**src/rtl/axil_mem_arbiter.sv**
```systemverilog
// ---------------------------------------------------------------------------
// axil_mem_arbiter
// Arbitrates two simple valid/ready memory requesters onto one AXI4-Lite
// master port. One AXI transaction is in flight at a time.
//
// Ports
//   clk, resetn          : clock (rising edge), async active-low reset
//   req_valid/req_ready  : per-requester request / one-cycle completion pulse
//   req_instr            : per-requester instruction-fetch flag (sets arprot[2])
//   req_addr/req_wdata   : per-requester 32-bit fields packed at [32*i +: 32]
//   req_wstrb            : per-requester strobes at [4*i +: 4]; zero = read
//   req_rdata            : shared read data, valid while req_ready is high
//   mem_axi_*            : AXI4-Lite master (aw, w, b, ar, r channels)
//
// Parameter
//   PRIO_FIXED           : 0 = round-robin, 1 = requester 0 always wins
// ---------------------------------------------------------------------------
module axil_mem_arbiter #(
    parameter int PRIO_FIXED = 0
) (
    input  logic        clk,
    input  logic        resetn,
    input  logic [1:0]  req_valid,
    output logic [1:0]  req_ready,
    input  logic [1:0]  req_instr,
    input  logic [63:0] req_addr,
    input  logic [63:0] req_wdata,
    input  logic [7:0]  req_wstrb,
    output logic [31:0] req_rdata,
    output logic        mem_axi_awvalid,
    input  logic        mem_axi_awready,
    output logic [31:0] mem_axi_awaddr,
    output logic [2:0]  mem_axi_awprot,
    output logic        mem_axi_wvalid,
    input  logic        mem_axi_wready,
    output logic [31:0] mem_axi_wdata,
    output logic [3:0]  mem_axi_wstrb,
    input  logic        mem_axi_bvalid,
    output logic        mem_axi_bready,
    output logic        mem_axi_arvalid,
    input  logic        mem_axi_arready,
    output logic [31:0] mem_axi_araddr,
    output logic [2:0]  mem_axi_arprot,
    input  logic        mem_axi_rvalid,
    output logic        mem_axi_rready,
    input  logic [31:0] mem_axi_rdata
);

    typedef enum logic [1:0] {
        IDLE = 2'd0,
        RD   = 2'd1,
        WR   = 2'd2,
        DONE = 2'd3
    } state_t;

    state_t      state_reg, state_next;
    logic        grant_reg;
    logic        prio_reg;      // requester preferred on the next contested grant
    logic [31:0] addr_reg;
    logic [31:0] wdata_reg;
    logic [3:0]  wstrb_reg;
    logic        instr_reg;
    logic        awvalid_reg;
    logic        wvalid_reg;
    logic        arvalid_reg;
    logic [31:0] rdata_reg;

    // Per-requester views of the packed request buses.
    logic [31:0] addr_arr  [2];
    logic [31:0] wdata_arr [2];
    logic [3:0]  wstrb_arr [2];

    genvar gi;
    generate
        for (gi = 0; gi < 2; gi++) begin : g_req
            assign addr_arr[gi]  = req_addr[32*gi +: 32];
            assign wdata_arr[gi] = req_wdata[32*gi +: 32];
            assign wstrb_arr[gi] = req_wstrb[4*gi +: 4];
            // Only DONE raises a ready, and only for the single granted index.
            assign req_ready[gi] = (state_reg == DONE) && (grant_reg == 1'(gi));
        end
    endgenerate

    logic any_req;
    logic win;
    logic win_is_write;
    logic aw_hs, w_hs, ar_hs, r_hs, b_hs;

    // The round-robin pointer only moves on contested grants, so the loser
    // of a contention is the winner of the next one, regardless of how many
    // uncontested grants happen in between.
    always_comb begin
        any_req = |req_valid;
        if (PRIO_FIXED != 0)
            win = ~req_valid[0];
        else if (&req_valid)
            win = prio_reg;
        else
            win = req_valid[1];
        win_is_write = (wstrb_arr[win] != 4'd0);
    end

    assign aw_hs = awvalid_reg & mem_axi_awready;
    assign w_hs  = wvalid_reg & mem_axi_wready;
    assign ar_hs = arvalid_reg & mem_axi_arready;
    assign r_hs  = (state_reg == RD) & mem_axi_rvalid;
    assign b_hs  = (state_reg == WR) & mem_axi_bvalid;

    always_comb begin
        state_next = state_reg;
        case (state_reg)
            IDLE: if (any_req) state_next = win_is_write ? WR : RD;
            RD:   if (r_hs) state_next = DONE;
            // A response is accepted even if aw/w handshakes are still open.
            WR:   if (b_hs) state_next = DONE;
            DONE: state_next = IDLE;
            default: state_next = IDLE;
        endcase
    end

    always_ff @(posedge clk or negedge resetn) begin
        if (!resetn)
            state_reg <= IDLE;
        else
            state_reg <= state_next;
    end

    always_ff @(posedge clk or negedge resetn) begin
        if (!resetn) begin
            grant_reg   <= 1'b0;
            prio_reg    <= 1'b0;
            addr_reg    <= '0;
            wdata_reg   <= '0;
            wstrb_reg   <= '0;
            instr_reg   <= 1'b0;
            awvalid_reg <= 1'b0;
            wvalid_reg  <= 1'b0;
            arvalid_reg <= 1'b0;
            rdata_reg   <= '0;
        end else begin
            case (state_reg)
                IDLE: begin
                    if (any_req) begin
                        grant_reg <= win;
                        addr_reg  <= addr_arr[win];
                        wdata_reg <= wdata_arr[win];
                        wstrb_reg <= wstrb_arr[win];
                        instr_reg <= req_instr[win];
                        if (win_is_write) begin
                            awvalid_reg <= 1'b1;
                            wvalid_reg  <= 1'b1;
                        end else begin
                            arvalid_reg <= 1'b1;
                        end
                        if ((PRIO_FIXED == 0) && (&req_valid))
                            prio_reg <= ~win;
                    end
                end
                RD: begin
                    if (ar_hs)
                        arvalid_reg <= 1'b0;
                    if (r_hs) begin
                        rdata_reg   <= mem_axi_rdata;
                        arvalid_reg <= 1'b0;
                    end
                end
                WR: begin
                    if (aw_hs)
                        awvalid_reg <= 1'b0;
                    if (w_hs)
                        wvalid_reg <= 1'b0;
                    if (b_hs) begin
                        awvalid_reg <= 1'b0;
                        wvalid_reg  <= 1'b0;
                    end
                end
                default: ;
            endcase
        end
    end

    assign mem_axi_awvalid = awvalid_reg;
    assign mem_axi_awaddr  = addr_reg;
    assign mem_axi_awprot  = 3'b000;
    assign mem_axi_wvalid  = wvalid_reg;
    assign mem_axi_wdata   = wdata_reg;
    assign mem_axi_wstrb   = wstrb_reg;
    assign mem_axi_bready  = (state_reg == WR);
    assign mem_axi_arvalid = arvalid_reg;
    assign mem_axi_araddr  = addr_reg;
    assign mem_axi_arprot  = {instr_reg, 2'b00};
    assign mem_axi_rready  = (state_reg == RD);
    assign req_rdata       = rdata_reg;

endmodule
```
**config.mk**
```make
export PLATFORM = sky130hd
export DESIGN_NAME = axil_mem_arbiter
export DESIGN_NICKNAME = d
export VERILOG_FILES = /design/src/rtl/axil_mem_arbiter.sv
export SDC_FILE = /design/constraint.sdc
export NUM_CORES = 1
export LEC_CHECK = 0
export BUFFER_PORTS_ARGS = -buffer_cell sky130_fd_sc_hd__buf_2
export CELL_PAD_IN_SITES_DETAIL_PLACEMENT = 1
export CELL_PAD_IN_SITES_GLOBAL_PLACEMENT = 2
export CORE_MARGIN = 2
export CORE_UTILIZATION = 26
export CTS_CLUSTER_DIAMETER = 150
export DETAILED_ROUTE_END_ITERATION = 7
export GPL_TIMING_DRIVEN = 0
export PLACE_DENSITY_LB_ADDON = 0.15
export SLEW_MARGIN = 0
export SYNTH_ARGS = -nofsm -noshare
export SYNTH_HDL_FRONTEND = slang
export SYNTH_SLANG_ARGS = --single-unit
```
**constraint.sdc**
```tcl
create_clock -name clk -period 5 [get_ports clk]
set_input_delay 0.25 -clock clk [delete_from_list [all_inputs] [get_ports clk]]
set_output_delay 0.25 -clock clk [all_outputs]
set_load 0.01 [all_outputs]
```
==> qor_table.md <==
| Metric | This run | Unit |
| --- | --- | --- |
| Setup TNS | 0 | ns |
| Worst max-slew margin expressed relative to the limit | 0.599 | - |
| Pre-antenna DRT Iters | 6 | - |
| Initial drt markers | 135 | - |
| GR Util All Layers | 0.157 | - |
| Final critical delay including setup and external delays | 2.04 | ns |
| Initial antenna violation count | 1 | - |
| Total overflow reported by the global router | 0 | - |
| Setup repair after global routing missed its margin | false | - |
| Total number of vias | 4571 | - |
| CTS tree | done | - |
| Syn_area_per_cell | 11.1 | um2 |
| Start of the worst register-to-register path | state_reg[0]$_DFFE_PN0P_ | - |
| Critical Path End Type | flop | - |
| Initial core utilization | 0.264 | - |
| Drc violations | 0 | - |
| # setup viols final | 0 | - |
| Floorplan die area | 20800 | um2 |
| Layout filler cell count | 2341 | - |
| First-pass GRT wire length | 25.4 | mm |
| Height of the die | 144 | um |
| Destination of the worst register-to-register timing path | mem_axi_awvalid$_DFFE_PN0P_ | - |
| Sink Count | 108 | - |
| Number of storage elements in the synthesis netlist | 108 | - |
| Path category of the worst min-delay check | in2reg | - |
| Path type of the worst setup path | reg2reg | - |
| Worst VDD drop | 0.207 | mV |
| CTS Buf Count | 9 | - |
| Commonest cells in the synthesized netlist | 108 x dfrtp_1, 76 x nand2_1, 69 x mux2i_1, 64 x o21ai_0, 43 x buf_4 | - |
| Met1 layer usage reported by global route | 0.183 | - |
| I/O Buffers | 317 | - |
| Estimated wirelength of the detail-placed design | 13.6 | mm |
| Number of nets in the layout | 981 | - |
| Post-CTS setup buffers | 0 | - |
| Most instantiated flip-flop cell in the synthesis netlist | dfrtp_1 | - |
| Maximum number of pins on one net before global-route repair | 71 | - |
| Multi-input gate area in the final layout | 1990 | um2 |
| Met3 track demand over resource | 0.0368 | - |
| Vias in the first global route | 4913 | - |
| Period utilisation layout | 0.409 | - |
| Final Routed Wirelength | 17.0 | mm |
| Arrival time of the worst setup path | 2.30 | ns |
| Most area-hungry cell type in the Yosys netlist | dfrtp_1 | - |
| Number of pins exceeding their max-slew limit in the final report | 0 | - |
| Maxcap violations | 0 | - |
| Crit path buf inv count | 2 | - |
| Met2 global-route usage | 0.285 | - |
| Number of cells on the worst reg-to-reg path | 6 | - |
| Actual slew at the worst max-slew pin | 0.602 | ns |
| Hold worst-path end | req_rdata[31]$_DFFE_PN0P_ | - |
| Leakage power summed over all cells | 4.13 | nW |
| Maximum fanout along the worst path | 10 | - |
| Number of placed instances with taps included | 1050 | - |
| Weighted congestion reported at the end of routability-driven placement | 0.775 | - |
| Startpoint of the lowest-slack hold path | mem_axi_rdata[31] | - |
| Die width | 144 | um |
| Leading post-synthesis cells by cell area | dfrtp_1 53%, mux2i_1 13%, mux2_2 7.0% | - |
| Floorplan core area | 19400 | um2 |
| R2R Setup Slk | 2.96 | ns |
| Most used routing layer | met2 | - |
| Fraction of layout instances using a drive strength above 1 | 0.524 | - |
| Sequential-to-total area share from yosys stat | 0.528 | - |
| Storage element area | 2700 | um2 |
| Number of library cell types mapped by synthesis | 35 | - |
| Count of flip-flops with a built-in enable after synthesis | 0 | - |
| Share of Yosys cell area claimed by the top area cell type | 0.528 | - |
| Number of placed I/O pins | 324 | - |
| Clock network latency to the later pin of the worst-skew pair | 0.35 | ns |
| Via density | 4.28 | - |
| Highest clock frequency the design can meet | 490 | MHz |
| Path length in cells of the critical path | 6 | - |
| Clock H-tree levels | 3 | - |
| Area growth from synthesis to final layout | 44.9 | % |
| Result of the run | completed | - |
| Top-count cell post-synth | dfrtp_1 | - |
| # rows | 51 | - |
| Average wire length per cell after detail routing | 15.9 | um |
| Cts repair resizes | 0 | - |
| Post-detailed-route count of antenna-violating nets | 0 | - |
| Worst hold path cell count | 2 | - |
| Critical path's slowest cell | or4_4 | - |
| CP Launch Type | flop | - |
| Number of hold violations in the final report | 0 | - |
| Post-synthesis cell area | 5120 | um2 |
| Synth Warn # | 0 | - |
| Clock Pin Slew Worst Setup and Hold Paths | 0.08 | ns |
| Cell family contributing the most delay on the critical path | simple AND/OR/NAND/NOR gates | - |
| Post-cts hold buffer count | 1 | - |
| Layout Skew | 0.00915 | ns |
| Clock root buffer | clkbuf_16 | - |
| Worst path required time | 5.25 | ns |
| Power Dens Cells | 593 | nW/um2 |
| Crit path largest cell delay | 0.51 | ns |
| Cell Count, Final, Fillers Out | 1068 | - |
| Async set-reset flop share out of synthesis | 1.00 | - |
| Critical path cell sequence | inv_1, ha_1, o21ai_2, buf_6, or4_4, o211ai_1 | - |
| Maximum root-to-sink buffer count | 2 | - |
| Number of cells produced by synthesis | 463 | - |
-- power by group --
group          switching [mW]  internal, mW  total (mW)  leakage [nW]
clock                   0.345         0.413       0.759         0.157
sequential              0.265          1.31        1.57          1.32
combinational            1.09         0.974        2.06          2.66
-- routing by layer --
metal,vias to the layer above,wire length (um)
li1,2220,-
met1,2161,6780
met2,173,8770
met3,17,1160
met4,0,291
met5,-,0
-- kinds of logic (layout without fill, tap and decap cells) --
family,Yosys count,in the layout,share of synthesized area
AOI/OAI and AO/OA,86,86,0.0902
xor gates and xnor gates,1,1,0.00171
adders and majority gates,5,5,0.0122
buffers and inverters,69,404,0.0875
DFF,108,108,0.528
muxes,101,101,0.205
other,1,6,0.000732
and+or+nand+nor,92,92,0.0748
-- cell type report --
cell class	count	share of cell area
flip-flops and latches	108	0.364
multi-input cells	290	0.268
diodes	1	0.000337
repair buffers	319	0.220
well taps	265	0.0447
clock buffers	10	0.0322
clock inverters	6	0.0106
inverters	4	0.00202
plain buffers	65	0.0584
-- worst max-delay path by stage --
stage / start / end
after global placement: resetn / mem_axi_wdata[9]$_DFFE_PN0P_
after detailed placement: state_reg[0]$_DFFE_PN0P_ / mem_axi_awvalid$_DFFE_PN0P_
after global routing: state_reg[0]$_DFFE_PN0P_ / mem_axi_awvalid$_DFFE_PN0P_
after CTS: state_reg[0]$_DFFE_PN0P_ / mem_axi_awvalid$_DFFE_PN0P_
after floorplan: state_reg[0]$_DFFE_PN0P_ / mem_axi_awvalid$_DFFE_PN0P_
final: state_reg[0]$_DFFE_PN0P_ / mem_axi_awvalid$_DFFE_PN0P_
-- metrics by stage --
stage	instance area, um2	power [mW]	utilization	hold WS [ns]	setup slack, ns
floorplan	5140	2.75	-	-0.0456	3.29
global placement	7050	3.63	0.364	0.450	2.31
detailed placement	7090	3.71	0.365	0.192	2.95
CTS	7420	4.49	0.382	0.107	2.91
global route	7420	4.76	0.382	0.116	2.81
finish	7420	4.40	0.382	0.127	2.96
-- placed cells by master, fill, tap and decap left out, drive strengths merged --
master,Yosys,final
a21boi,1,1
dlygate4sd3,0,1
a31oi,1,1
bufinv,0,1
o22ai,1,1
nor2,2,2
inv,4,7
buf,53,371
or4,1,1
nor2b,2,2
a21bo,1,1
and2,1,1
clkbuf,12,22
mux2i,69,69
nor3,1,1
clkinv,0,2
a222oi,1,1
nand2,77,77
nand2b,1,1
ha,5,5
nand3,2,2
a32o,1,1
dfrtp,108,108
nor4,2,2
xnor2,1,1
a21oi,2,2
nor3b,1,1
mux2,32,32
conb,1,5
o21ai,75,75
diode,0,1
and3,2,2
o211ai,3,3
No activity file was read; power rests on OpenSTA's default activity.
